$ cat config.mk
export PLATFORM = sky130hd
export DESIGN_NAME = alu_issue_sched
export DESIGN_NICKNAME = d
export VERILOG_FILES = /design/src/rtl/alu_pkg.sv /design/src/rtl/rob_credit_ctr.sv /design/src/rtl/alu_issue_sched.sv
export SDC_FILE = /design/constraint.sdc
export NUM_CORES = 1
export LEC_CHECK = 0
export BUFFER_PORTS_ARGS = -buffer_cell sky130_fd_sc_hd__buf_4
export CAP_MARGIN = 20
export CORE_UTILIZATION = 55
export CTS_BUF_LIST = sky130_fd_sc_hd__clkbuf_8
export DETAILED_ROUTE_END_ITERATION = 12
export PLACE_DENSITY = 0.83
export SLEW_MARGIN = 25
export SYNTH_ARGS = -nofsm -noshare
export SYNTH_HDL_FRONTEND = slang
export SYNTH_SLANG_ARGS = --single-unit
$ cat constraint.sdc
create_clock -name clk -period 3.3 [get_ports clk]
set_clock_uncertainty 0.2 [all_clocks]
set_input_delay 0.165 -clock clk [delete_from_list [all_inputs] [get_ports clk]]
set_output_delay 0.165 -clock clk [all_outputs]
set_load 0.005 [all_outputs]
$ cat src/rtl/alu_pkg.sv
// rtl/alu_pkg.sv - shared opcodes, scheduler state encoding and ROB sizing defaults
package alu_pkg;

    localparam logic [3:0] COP_MOV = 4'b0011;
    localparam logic [3:0] COP_LD  = 4'b0110;
    localparam logic [3:0] COP_ST  = 4'b0111;
    localparam logic [3:0] COP_MUL = 4'b1000;

    localparam int ROB_DEPTH_DEF = 8;
    localparam int TAIL_W_DEF    = 3;

    typedef enum logic {
        RUN   = 1'b0,
        MULTI = 1'b1
    } sched_state_t;

endpackage

$ cat src/rtl/rob_credit_ctr.sv
// rtl/rob_credit_ctr.sv - saturating ROB credit counter with sticky over-retire flag
module rob_credit_ctr
    import alu_pkg::*;
#(
    parameter int DEPTH = ROB_DEPTH_DEF,
    parameter int CW    = TAIL_W_DEF + 1
) (
    input  logic          clk,
    input  logic          reset,
    input  logic          clear,
    input  logic          take,
    input  logic          give,
    output logic [CW-1:0] credits,
    output logic          credit_err
);

    localparam logic [CW-1:0] FULL = CW'(DEPTH);

    always_ff @(posedge clk or negedge reset) begin
        if (!reset) begin
            credits    <= FULL;
            credit_err <= 1'b0;
        end else if (clear) begin
            credits <= FULL;
        end else if (take && !give) begin
            credits <= credits - CW'(1);
        end else if (give && !take) begin
            // a retire with every slot already free means the ROB and scheduler disagree
            if (credits == FULL) begin
                credit_err <= 1'b1;
            end else begin
                credits <= credits + CW'(1);
            end
        end
    end

endmodule

$ cat src/rtl/alu_issue_sched.sv
// rtl/alu_issue_sched.sv - ALU stage issue scheduler; ALU_ISSUE_PERF_EN adds stall counters
module alu_issue_sched
    import alu_pkg::*;
#(
    parameter int         ROB_DEPTH  = ROB_DEPTH_DEF,
    parameter int         TAIL_W     = TAIL_W_DEF,
    parameter int         MUL_CYCLES = 4,
    parameter logic [3:0] MULTI_COP  = COP_MUL
) (
    input  logic              clk,
    input  logic              reset,
    input  logic              dec_valid,
    input  logic [3:0]        dec_cop,
    output logic              dec_ready,
    input  logic              flush,
    input  logic              rob_retire,
    output logic              enable_alu,
    output logic [TAIL_W-1:0] tail_rob,
    output logic              result_valid,
    output logic              credit_err
`ifdef ALU_ISSUE_PERF_EN
    ,
    output logic [15:0]       perf_stall_rob,
    output logic [15:0]       perf_stall_multi
`endif
);

    localparam int CW     = TAIL_W + 1;
    localparam int WAIT_W = (MUL_CYCLES > 2) ? $clog2(MUL_CYCLES) : 1;

    sched_state_t      state;
    logic [WAIT_W-1:0] wait_cnt;
    logic [CW-1:0]     credits;

    assign dec_ready  = reset && (state == RUN) && (credits != '0) && !flush;
    assign enable_alu = dec_valid && dec_ready;

    rob_credit_ctr #(
        .DEPTH (ROB_DEPTH),
        .CW    (CW)
    ) u_credit (
        .clk        (clk),
        .reset      (reset),
        .clear      (flush),
        .take       (enable_alu),
        .give       (rob_retire),
        .credits    (credits),
        .credit_err (credit_err)
    );

    always_ff @(posedge clk or negedge reset) begin
        if (!reset) begin
            state        <= RUN;
            wait_cnt     <= '0;
            tail_rob     <= '0;
            result_valid <= 1'b0;
        end else if (flush) begin
            // an in-flight multi-cycle op is dropped without ever signalling a result
            state        <= RUN;
            wait_cnt     <= '0;
            result_valid <= 1'b0;
        end else begin
            case (state)
                RUN: begin
                    if (enable_alu) begin
                        tail_rob <= tail_rob + TAIL_W'(1);
                        if (dec_cop == MULTI_COP) begin
                            state        <= MULTI;
                            wait_cnt     <= WAIT_W'(MUL_CYCLES - 1);
                            result_valid <= 1'b0;
                        end else begin
                            result_valid <= 1'b1;
                        end
                    end else begin
                        result_valid <= 1'b0;
                    end
                end
                MULTI: begin
                    wait_cnt <= wait_cnt - WAIT_W'(1);
                    if (wait_cnt == WAIT_W'(1)) begin
                        state        <= RUN;
                        result_valid <= 1'b1;
                    end
                end
                default: state <= RUN;
            endcase
        end
    end

`ifdef ALU_ISSUE_PERF_EN
    always_ff @(posedge clk or negedge reset) begin
        if (!reset) begin
            perf_stall_rob   <= '0;
            perf_stall_multi <= '0;
        end else begin
            if (dec_valid && (credits == '0) && (perf_stall_rob != 16'hFFFF)) begin
                perf_stall_rob <= perf_stall_rob + 16'd1;
            end
            if (dec_valid && (state == MULTI) && (perf_stall_multi != 16'hFFFF)) begin
                perf_stall_multi <= perf_stall_multi + 16'd1;
            end
        end
    end
`endif

endmodule

=== Yosys cells after proc, flatten, opt, wreduce, memory -nomap -nowiden ===
Index checks and enable logic that the tools add are counted.

* Flip-flop bits (word level): 12
* Input bits: 9

* Reduce and logical (&&, ||, !) cells: 15
* Multiplexer cells: 18
* Bitwise gates (word level): 3
* Equality and inequality tests: 7
* Add/subtract/negate cells: 4

{| class="wikitable"
|+ Operator list
! kind !! count
|-
| 4-bit two-way mux || 4
|-
| 3-bit by 2-bit != test with 1-bit output (second input constant) || 4
|-
| 4-bit == test (second input constant) || 2
|-
| 1-bit two-way mux || 8
|-
| 1-bit logical AND || 6
|-
| 2-bit two-way mux || 3
|-
| 4-bit by 1-bit adder with 4-bit output (second input constant) || 1
|-
| 1-bit case mux with 2 select lines || 2
|-
| 2-bit case mux with 2 select lines || 1
|-
| 2-bit AND reduction || 2
|-
| 4-bit AND reduction || 1
|-
| 4-bit nonzero test || 1
|-
| 4-bit by 1-bit subtractor with 4-bit output (second input constant) || 1
|-
| 3-bit by 1-bit adder with 3-bit output (second input constant) || 1
|-
| 1-bit zero test || 3
|-
| 1-bit NOT || 3
|-
| 3-bit AND reduction || 1
|-
| 3-bit nonzero test || 1
|-
| 2-bit by 1-bit == test with 1-bit output (second input constant) || 1
|-
| 2-bit by 1-bit subtractor with 2-bit output (second input constant) || 1
|}

=== Logic depth before layout (Yosys ltp) ===
Gate-level depths: netlist of run 1.

* Depth after elaboration: 10
* Mapped depth: 8

=== Cells and area by module ===
A second synthesis of run 1 with hierarchy kept.

* Cells, all modules: 67
* Area total of the unflattened synthesis: 720.7 µm²

{| class="wikitable"
|+ By module, submodules not included
! module !! times used !! cells an instance !! seq. area each (µm²) !! area an instance (µm²)
|-
| rob_credit_ctr || 1 || 38 || 126.4 || 367.9
|-
| alu_issue_sched || 1 || 29 || 175.2 || 352.8
|}

=== Worst setup path before layout of run 1 ===
Ideal clock, no wire load.

* Path type: register to register
* Start: register state
* End: register u_credit.credits[3]
* Arrival time: 2163 ps
* Clock period less this slack: 2425 ps
* Library setup time: 62 ps
* Buffers on the path: 1
* Slack: 875 ps
* Required time: 3038 ps
* Stages on the path, launching flop included: 9
* Path through: dfrtp_1 clkbuf_2 nand4bb_1 nor3_1 ha_1 a21oi_1 a21oi_1 nor4_1 o311a_1

* Word-level cells in the longest chain between the ends: 9

{| class="wikitable"
|+ Ends and longest elaborated chain
! item !! RTL line !! RTL
|-
| start, declared || alu_issue_sched.sv:31 || <nowiki>sched_state_t state;</nowiki>
|-
| start signal, assigned || alu_issue_sched.sv:53 || <nowiki>state <= RUN;</nowiki>
|-
| start signal, assigned || alu_issue_sched.sv:59 || <nowiki>state <= RUN;</nowiki>
|-
| start signal, assigned || alu_issue_sched.sv:68 || <nowiki>state <= MULTI;</nowiki>
|-
| 1-bit NOT * || -- ||
|-
| 1-bit logical AND * (3 in a row) || alu_issue_sched.sv:35 || <nowiki>assign dec_ready = reset && (state == RUN) && (credits != '0) && !flush;</nowiki>
|-
| 1-bit logical AND * || alu_issue_sched.sv:36 || <nowiki>assign enable_alu = dec_valid && dec_ready;</nowiki>
|-
| 1-bit zero test || rob_credit_ctr.sv:27 || <nowiki>end else if (give && !take) begin</nowiki>
|-
| 1-bit logical AND || rob_credit_ctr.sv:27 ||
|-
| 3-bit nonzero test (no line) || -- ||
|-
| 2-bit AND reduction (no line) || -- ||
|-
| end signal, assigned || rob_credit_ctr.sv:26 || <nowiki>credits <= credits - CW'(1);</nowiki>
|-
| end signal, assigned || rob_credit_ctr.sv:32 || <nowiki>credits <= credits + CW'(1);</nowiki>
|-
| end, declared || rob_credit_ctr.sv:13 || <nowiki>output logic [CW-1:0] credits,</nowiki>
|}

Every way passes the cells marked *; elsewhere a longest branch is shown, timed or not.
A chain may end at the register's enable or synchronous reset.

=== Worst setup path after layout of run 1 ===
* Start: input flush
* End: register u_credit.credits[3]

* Word-level cells in the longest chain between the ends: 7

{| class="wikitable"
|+ Ends and longest elaborated chain
! item !! RTL line !! RTL
|-
| start, declared || alu_issue_sched.sv:15 || <nowiki>input logic flush,</nowiki>
|-
| 1-bit zero test || alu_issue_sched.sv:35 ||
|-
| 1-bit logical AND || alu_issue_sched.sv:35 ||
|-
| 1-bit logical AND || alu_issue_sched.sv:36 ||
|-
| 1-bit zero test || rob_credit_ctr.sv:27 ||
|-
| 1-bit logical AND || rob_credit_ctr.sv:27 ||
|-
| 3-bit nonzero test (no line) || -- ||
|-
| 2-bit AND reduction (no line) || -- ||
|}

Several ways; a longest one is shown, not always the timed one.

==> results of run 1 <==
## area by class of cell
class	count	area [um^2]
Tap cell	15	18.77
Fill cell	95	330.3
Multi-Input combinational cell	63	461.7
Inverter	4	17.52
Clock buffer	4	55.05
Timing Repair Buffer	17	132.6
Sequential cell	12	301.5
## routing by layer
| layer | vias to the layer above | routed length [um] | global-route usage, % |
|---|---|---|---|
| li1 | 347 | - | - |
| met1 | 307 | 799 | 34.13 |
| met2 | 21 | 726 | 32.66 |
| met3 | 4 | 57 | 6.818 |
| met4 | 0 | 25 | 12.93 |
| met5 | - | 0 | 0 |
## critical path, cell delays in order
cell	delay [ns]
dlygate4sd3_1	0.54
buf_4	0.19
nand4bb_1	0.24
nor3_1	0.57
ha_1	0.41
a21oi_1	0.17
a21oi_1	0.08
nor4_1	0.26
o311a_1	0.20
## sequential cells by signal (all words and copies together), names as in the netlist
signal / cells
u_credit.credit_err: 1
tail_rob: 3
u_credit.credits: 4
state: 1
wait_cnt: 2
result_valid: 1
## cell usage after synthesis, drive strengths merged
library cell / number / area [um^2]
nand4: 1 / 6.260
a211oi: 4 / 30.03
nand3: 2 / 10.01
ha: 4 / 50.05
mux2i: 1 / 10.01
o31ai: 1 / 7.510
o21ai: 6 / 30.03
and4bb: 1 / 16.27
nor3: 3 / 15.01
or4b: 1 / 10.01
nor4b: 1 / 8.760
a21o: 2 / 16.27
nor4: 2 / 12.51
xnor2: 4 / 35.03
a31oi: 1 / 6.260
fa: 1 / 20.02
nor2b: 1 / 6.260
or4: 1 / 11.26
dfstp: 1 / 26.28
a21oi: 5 / 28.78
o311a: 1 / 10.01
or2: 1 / 6.260
dfrtp: 11 / 275.3
nand3b: 1 / 7.510
nand4bb: 1 / 11.26
and3: 1 / 7.510
nand2: 7 / 33.78
a22oi: 1 / 7.510
a311oi: 1 / 8.760
clkbuf: 1 / 5.000
buf: 1 / 5.000
or3b: 1 / 8.760
nand2b: 2 / 12.51
nor2: 3 / 11.26
inv: 4 / 17.52
or3: 1 / 6.260
## power by group
group / internal [mW] / leakage [nW] / switching [mW]
clock: 0.106 / 0.0288 / 0.0584
combinational: 0.0646 / 0.255 / 0.0485
sequential: 0.171 / 0.152 / 0.0239
total: 0.341 / 0.435 / 0.131
## cells by family (layout without fill, tap and decap cells)
kind of cell	after synthesis	after routing	synth area share, %
flip-flops	12	12	38.13
XOR/XNOR	4	4	4.430
AND/OR/NAND/NOR	31	31	25.48
multiplexers	1	1	1.266
buffers and inverters	6	25	3.480
adder cells (fa/ha/maj)	5	5	8.861
AO/OA/AOI/OAI	22	22	18.36
## worst min path at each step
stage / from / to / slack (ns) / cells after the start
after global routing: dec_cop[0] / wait_cnt[0] / 0.10 / 4
after CTS: dec_cop[2] / wait_cnt[0] / 0.05 / 4
after detailed placement: reset / wait_cnt[1] / -0.18 / 1
final: dec_cop[1] / wait_cnt[0] / 0.05 / 4
after floorplan: reset / result_valid / -0.33 / 0
after global placement: reset / wait_cnt[0] / -0.18 / 1
## timing repair
action / in CTS / in global routing
hold endpoints to repair: 15 / 0
setup endpoints to repair: 0 / 0
hold buffers: 2 / 0
==> results.toml, run 1 <==
[run_status]
status = "finished clean"

[power]
power_density_nw_per_um2 = 478.0
peakVddDrop_v = 0.0005366
power_uw = 471.9
leakage_nw = 0.4352

[global_routing]
grt_pass1_wl_um = 2504
first_global_vias = 567
antenna_found_initial = 0
grt_max_degree = 18
grt_usage_pct = 24.27
overflow = 0

[route]
post-route-drc-count = 0
drt_wl_total_um = 1608
vias = 679
ant_nets = 0
drtPass1Iterations = 4
viasPerCell = 5.904
drt-wirelength-per-cell_um = 13.98
drtIter0Drc = 7

[timing]
setup_viol = 0
tns_ns = 0
finalMaxSlewViolations = 0
hold_viol_final = 0
setup_slack_ns = 0.4733
fin_crit_ns = 2.827
hold_slack_ns = 0.04825
relSlewSlack_pct = 53.67
fmax_ghz = 0.3538
finalCritPeriodShare_pct = 85.66
worst_slew_pin_slew_ns = 0.6897
rsz0062_at_grt = "no"

[die]
core-area_um2 = 1318
num_rows = 13
die_w_um = 39.92
pin_count = 16
start_util_pct = 60.02
die_area_um2 = 1593
fp.dieH_um = 39.92

[clock_network]
cts_root_buf = "clkbuf_8"
cts_buffers = 3
cts_max_level = 1
tritoncts = "done"
worstSkewPairLatency_ns = 0.24
postCtsSetupBuffers = 0
clock_sinks = 12
clk_path_buf_depth = 2
cts_resized = 0
path_clk_slew_ns = 0.06

[yosys]
syn-cell-area_um2 = 790.8
yosysWarningCount = 0
synth_area_per_cell_um2 = 9.762
syn_nets = 95
synth_cell_types = 40
ys_seq_elements = 12
synthCells = 81
yosysSeqAreaShare_pct = 38.13

[critical_path]
crit_path_start_kind = "input pin"
worst-r2r-setup-slack_ns = 0.63
arrival_ns = 2.82
crit_fanout = 17
critPathRequiredTime_ns = 3.29
crit_end = "u_credit.credits[3]"
r2r-end = "u_credit.credits[3]"
crit_type = "in2reg"
r2r_start = "state"
crit_path_end_kind = "flop"
r2r_cells = 7
startpoint = "flush"

[flow_run]
drv_cap = 0

[placed_design]
dp.cells = 109
hpwl_um = 1220
gp_congestion = 0.8018
dpl_cell_area_um2 = 912.1
io_buffers = 15
post-place-ws_ns = 0.6852

[min_path]
holdCritPathClass = "in2reg"

[finish]
diodes = 0
fin_util_pct = 74.93
drive_above_1_share_pct = 30.00
final_cell_mix = "buf_4, dfrtp_1, nand2_1, o21ai_0"
finish.net_count = 115
final_cells = 115
synthToLayoutAreaGrowth_pct = 24.84
final_area_um2 = 987.2
layout_commonest_cell = "buf_4"
Power figures use the tool's default switching activity.
==> inputs of run 2 (changes only) <==
--- a/config.mk
+++ b/config.mk
@@ -7,10 +7,11 @@
 export LEC_CHECK = 0
 export BUFFER_PORTS_ARGS = -buffer_cell sky130_fd_sc_hd__buf_4
 export CAP_MARGIN = 20
-export CORE_UTILIZATION = 55
+export CORE_UTILIZATION = 60
 export CTS_BUF_LIST = sky130_fd_sc_hd__clkbuf_8
 export DETAILED_ROUTE_END_ITERATION = 12
-export PLACE_DENSITY = 0.83
+export PLACE_DENSITY = 0.89
+export RECOVER_POWER = 25
 export SLEW_MARGIN = 25
 export SYNTH_ARGS = -nofsm -noshare
 export SYNTH_HDL_FRONTEND = slang
==> constraint.sdc (replaced) <==
create_clock -name clk -period 3.5 [get_ports clk]
set_clock_uncertainty 0.2 [all_clocks]
set_input_delay 0.175 -clock clk [delete_from_list [all_inputs] [get_ports clk]]
set_output_delay 0.175 -clock clk [all_outputs]
set_load 0.005 [all_outputs]
==> run 2 against run 1 <==
  * Sequential share of layout area grew 0.67 points
  * Critical path depth is the same
  * Sequential power shrank 5%
  * Register-to-register slack gained 0.18 ns
  * Design area shrank 2.2%
  * Non-clock buffer count shrank 1
  * Largest power group unchanged
==> results.toml, run 2 (synthesized netlist as in run 1, its figures left out) <==
[critical_path]
crit_path_end_kind = "flop"
arrival_ns = 2.79
critPathRequiredTime_ns = 3.48
crit_type = "in2reg"
crit_fanout = 15
crit_path_start_kind = "input pin"

[power]
power_density_nw_per_um2 = 439.9
power.share.switching_pct = 29.82
p_sw_uw = 126.7
seq_power_share_pct = 43.6
power.share.clock_pct = 30.6
leakage_nw = 0.4292
power_frac_comb_pct = 25.7
p_int_uw = 298.2
peakVddDrop_v = 0.0003369
power_uw = 424.9

[min_path]
holdCritPathClass = "in2reg"

[clock_network]
tritoncts = "done"
worstSkewPairLatency_ns = 0.24
clock_sinks = 12
path_clk_slew_ns = 0.06
clk_path_buf_depth = 2
cts_max_level = 1
cts_root_buf = "clkbuf_8"
postCtsSetupBuffers = 0
cts_buffers = 3

[timing]
finalMaxSlewViolations = 0
fmax_ghz = 0.3562
tns_ns = 0
hold_viol_final = 0
rsz0062_at_grt = "no"
fin_crit_ns = 2.808
finalCritPeriodShare_pct = 80.22
setup_viol = 0
relSlewSlack_pct = 54.98
worst_slew_pin_slew_ns = 0.6701

[finish]
final_cells = 113
largestRegisters = "u_credit.credits: 4 flops, tail_rob: 3 flops, wait_cnt: 2 flops"
final_cell_mix = "buf_4, dfrtp_1, nand2_1, o21ai_0"
layout_commonest_cell = "buf_4"
final_area_um2 = 965.9
diodes = 0
synthToLayoutAreaGrowth_pct = 22.15
fin_util_pct = 82.48
drive_above_1_share_pct = 29.29
largest_reg_flops = 4
finish.net_count = 114
regMostFlops = "u_credit.credits"

[route]
post-route-drc-count = 0
viasPerCell = 6.204
drt_wl_total_um = 1772
drtIter0Drc = 32
drt-wirelength-per-cell_um = 15.68
drtPass1Iterations = 4
top_layer = "met4"
met2_length_um = 849
vias = 701
wl_met3_um = 93
ant_nets = 0
drt-met1-wl_um = 810

[global_routing]
first_global_vias = 671
grt_max_degree = 18
antenna_found_initial = 0
grt_usage_pct = 28.69
grt_pass1_wl_um = 2884
overflow = 0

[die]
die_area_um2 = 1467
pin_count = 16
die_w_um = 38.31
start_util_pct = 67.52
fp.dieH_um = 38.31
num_rows = 12
core-area_um2 = 1171

[placed_design]
io_buffers = 15
dp.cells = 108
dpl_cell_area_um2 = 910.9
gp_congestion = 0.8998
hpwl_um = 1303

[flow_run]
drv_cap = 0

[run_status]
status = "finished clean"
-- run 2: cell count changes in the layout (fill, tap and decap cells not counted) --
cell,before,now
inv_1,3,4
dlygate4sd3_1,2,1
clkbuf_8,4,3
-- run 2: metal layers --
layer  vias to the layer above  GRT usage [%]
li1                        343              -
met1                       328          38.24
met2                        28          47.03
met3                         2          3.488
met4                         0          10.71
met5                         -              0
-- run 2: worst max-delay path, stage by stage --
cell and delay, ns:
dlygate4sd3_1 0.52, buf_4 0.21, nand4bb_1 0.19, nor3_1 0.56, ha_1 0.41, a21oi_1 0.16, a21oi_1 0.07, nor4_1 0.28
o311a_1 0.20
-- run 2: power groups by stage --
stage / registers [mW] / logic, mW / clock network, mW
CTS: 0.185 / 0.110 / 0.130
finish: 0.185 / 0.109 / 0.130
floorplan: 0.184 / 0.0547 / 0
global route: 0.187 / 0.120 / 0.137
detailed placement: 0.188 / 0.107 / 0
global placement: 0.185 / 0.102 / 0
-- run 2: layout make-up --
| cell class | instances | area [um^2] |
|---|---|---|
| Timing Repair Buffer | 16 | 122.6 |
| Fill cell | 77 | 205.2 |
| Multi-Input combinational cell | 63 | 461.7 |
| Clock buffer | 3 | 41.29 |
| Clock inverter | 1 | 3.754 |
| Inverter | 4 | 17.52 |
| Sequential cell | 12 | 301.5 |
| Tap cell | 14 | 17.52 |
-- run 2: final timing paths --
kind | from | end | slack [ns] | cells past startpoint
setup / recovery | reset | u_credit.credits[3] | 0.69 | 9
hold reg to reg | u_credit.credit_err | u_credit.credit_err | 0.28 | 2
setup reg to reg | state | u_credit.credits[3] | 0.81 | 7
min in group asynchronous | reset | wait_cnt[1] | 0.11 | 2
max in group asynchronous | reset | u_credit.credits[3] | 2.75 | 2
hold / removal | flush | result_valid | 0.02 | 2
-- run 2: repair_timing --
item | CTS | global route
hold buffers | 1 | 0
endpoints found under the hold margin | 12 | 0
resized for setup | 0 | 0
-- run 2: per-stage QoR --
step	worst slack (ns)	hold slack [ns]
2_1_floorplan	1.075	-0.3206
3_3_place_gp	0.9975	-0.1735
3_5_place_dp	0.8893	-0.1706
4_1_cts	0.7146	0.01719
5_1_grt	0.4661	0.04342
6_report	0.6925	0.02254
==> inputs of run 3 (changes only) <==
--- a/config.mk
+++ b/config.mk
@@ -5,12 +5,13 @@
 export SDC_FILE = /design/constraint.sdc
 export NUM_CORES = 1
 export LEC_CHECK = 0
+export ABC_AREA = 1
 export BUFFER_PORTS_ARGS = -buffer_cell sky130_fd_sc_hd__buf_4
 export CAP_MARGIN = 20
-export CORE_UTILIZATION = 60
+export CORE_UTILIZATION = 49
 export CTS_BUF_LIST = sky130_fd_sc_hd__clkbuf_8
 export DETAILED_ROUTE_END_ITERATION = 12
-export PLACE_DENSITY = 0.89
+export PLACE_DENSITY = 0.79
 export RECOVER_POWER = 25
 export SLEW_MARGIN = 25
 export SYNTH_ARGS = -nofsm -noshare
==> constraint.sdc (replaced) <==
create_clock -name clk -period 2.4 [get_ports clk]
set_clock_uncertainty 0.2 [all_clocks]
set_input_delay 0.12 -clock clk [delete_from_list [all_inputs] [get_ports clk]]
set_output_delay 0.12 -clock clk [all_outputs]
set_load 0.005 [all_outputs]
==> run 3 against run 2 <==
  * Sequential power rose by 72%
  * Routed wire length decreased by 12%
  * First-iteration DRC count decreased by 47%
  * Worst hold slack improved by 0.035 ns
  * Final cell count rose by 12%
  * Total power grew 94%
  * Design area rose by 3.6%
  * Utilization down 8.3 points
  * Worst setup slack got worse by 0.50 ns
  * Sequential share of layout area decreased by 1.1 points
  * Synthesized cell count up 4.9%
==> results.toml, run 3 <==
[critical_path]
arrival_ns = 2.16
crit_family = "buffers and inverters"
crit_slowest_cell = "dlygate4sd3_1"
r2r_cells = 12
worst-r2r-setup-slack_ns = 0.26
startpoint = "flush"
crit_fanout = 7
crit_type = "in2reg"
slowest_delay_ns = 0.53
crit_path_start_kind = "input pin"
critPathBufInv = 4
r2r-end = "u_credit.credits[3]"
r2r_start = "u_credit.credits[0]"
crit_path_end_kind = "flop"
critPathRequiredTime_ns = 2.36
path_cells = "dlygate4sd3_1 > buf_4 > inv_2 > nand2_4 > nor2_4 > nand4_2 > inv_2 > ha_1 > a21oi_2 > nand3_1 > nand2_1 > nor2_1 > nor2_1 > nand3_1"

[finish]
diodes = 0
finish.net_count = 126
largest_reg_flops = 4
final_cell_mix = "nand2_1, buf_4, dfrtp_1"
regMostFlops = "u_credit.credits"
largestRegisters = "u_credit.credits: 4 flops, tail_rob: 3 flops, wait_cnt: 2 flops"
fin_util_pct = 74.14
drive_above_1_share_pct = 31.53
layout_commonest_cell = "nand2_1"
synthToLayoutAreaGrowth_pct = 35.82

[yosys]
synthArstFlopShare_pct = 100.0
syn_nets = 99
yosysWarningCount = 0
synth_top_family_by_area = "simple AND/OR/NAND/NOR gates"
synth_cell_types = 24
yosysSeqAreaShare_pct = 40.92
synth-compound-area-share_pct = 8.659
syn-cell-area_um2 = 737.0
ys.flop_type = "dfrtp_1"
synth_edf_count = 0
yosys.area_share.xor_xnor_pct = 2.377
synthSimpleGateAreaFrac_pct = 32.94
yosysMostFrequentCell = "nand2_1"
synthMuxAreaShare_pct = 0
synth_top_cell_by_area = "dfrtp_1"
synth.top_cell.area_share_pct = 37.35
synthTopCellsByCount = "nand2_1, dfrtp_1, nor2_1"
yosys.area_share.adder_pct = 9.508
ys_seq_elements = 12
synth_area_leaders = "dfrtp_1, nand2_1, ha_1"
synth_area_per_cell_um2 = 8.670
synthCells = 85

[route]
drtIter0Drc = 17
vias = 638
drt-wirelength-per-cell_um = 12.40
drtPass1Iterations = 4
drt_wl_total_um = 1562
viasPerCell = 5.063
post-route-drc-count = 0
ant_nets = 0

[clock_network]
path_clk_slew_ns = 0.05
cts_max_level = 1
tritoncts = "done"
clk_path_buf_depth = 2
worstSkewPairLatency_ns = 0.24
cts_root_buf = "clkbuf_8"
cts_buffers = 3
postCtsSetupBuffers = 0
clock_sinks = 12

[timing]
finalMaxSlewViolations = 0
worst_slew_pin_slew_ns = 0.3326
tns_ns = 0
relSlewSlack_pct = 77.63
hold_slack_ns = 0.05756
hold_viol_final = 0
fin_crit_ns = 2.205
setup_viol = 0
rsz0062_at_grt = "no"
finalCritPeriodShare_pct = 91.87
fmax_ghz = 0.4536

[global_routing]
grt_usage_pct = 21.75
grt_max_degree = 14
grt_pass1_wl_um = 2283
overflow = 0
first_global_vias = 570
antenna_found_initial = 0

[die]
core-area_um2 = 1350
num_rows = 13
die_w_um = 40.78
start_util_pct = 54.59
pin_count = 16
fp.dieH_um = 40.78
die_area_um2 = 1663

[flow_run]
drv_cap = 0

[power]
peakVddDrop_v = 0.0007257
leakage_nw = 0.5260
power_density_nw_per_um2 = 824.8

[placed_design]
hpwl_um = 1167
io_buffers = 15
gp_congestion = 0.8464

[run_status]
status = "finished clean"

[min_path]
holdCritPathClass = "in2async"
run 3: metrics by stage:
stage / area, um^2 / total power, mW / std cells / worst slack, ns
after global routing: 1001 / 0.8839 / 126 / 0.01717
after CTS: 993.5 / 0.8287 / 126 / 0.1459
final: 1001 / 0.8256 / 126 / 0.1952
after global placement: 868.3 / 0.5875 / 115 / 0.2812
after floorplan: 737.0 / 0.4942 / 85 / 0.4035
after detailed placement: 868.3 / 0.6017 / 115 / 0.2269
run 3: final cells by class:
type | count | area (um^2)
Inverter | 11 | 41.29
Timing Repair Buffer | 22 | 186.4
Multi-Input combinational cell | 62 | 397.9
Sequential cell | 12 | 301.5
Tap cell | 15 | 18.77
Clock buffer | 4 | 55.05
Fill cell | 101 | 349.1
run 3: timing repair:
item / in CTS / in global routing
endpoints found under the setup margin: 0 / 1
hold buffers: 7 / 0
gates resized for setup: 0 / 3
hold endpoints to repair: 17 / 0
run 3: kinds of logic after synthesis:
logic type | after synthesis
xor+xnor | 2
buf+inv | 11
fa+ha+maj | 5
simple gates | 45
flops | 12
compound gates | 10
run 3: worst max-delay path by stage:
stage,depth (start not counted),to,slack (ns)
after CTS,14,u_credit.credits[3],0.15
after global placement,11,u_credit.credits[3],0.28
after detailed placement,11,u_credit.credits[3],0.23
after floorplan,11,u_credit.credits[3],0.40
after global routing,14,u_credit.credits[3],0.02
final,14,u_credit.credits[3],0.20
run 3: worst register-to-register path: stages, from the launching register on:
cell and delay (ns):
dfrtp_1 0.43, nor2_1 0.17, nand2_1 0.15, nand4_2 0.15, inv_2 0.06, ha_1 0.34, nand3_1 0.12, nand2_1 0.09
nand2_1 0.05, nand2_1 0.08, nor2_1 0.05, nor2_1 0.08, nand3_1 0.09
run 3: metal layers:
metal,share of wire (%),vias up,track usage (%),wire (um)
li1,-,331,-,-
met5,0,-,0,0
met1,46,291,26.53,720
met2,50,16,35.55,779
met3,4.0,0,8.152,62
met4,0,0,5.833,0
run 3: report_power, final:
part           leakage, nW  switching [mW]  internal [mW]
Combinational        0.347           0.149          0.142
Sequential           0.151          0.0581          0.259
Clock               0.0288          0.0720          0.145
Total                0.526           0.279          0.546
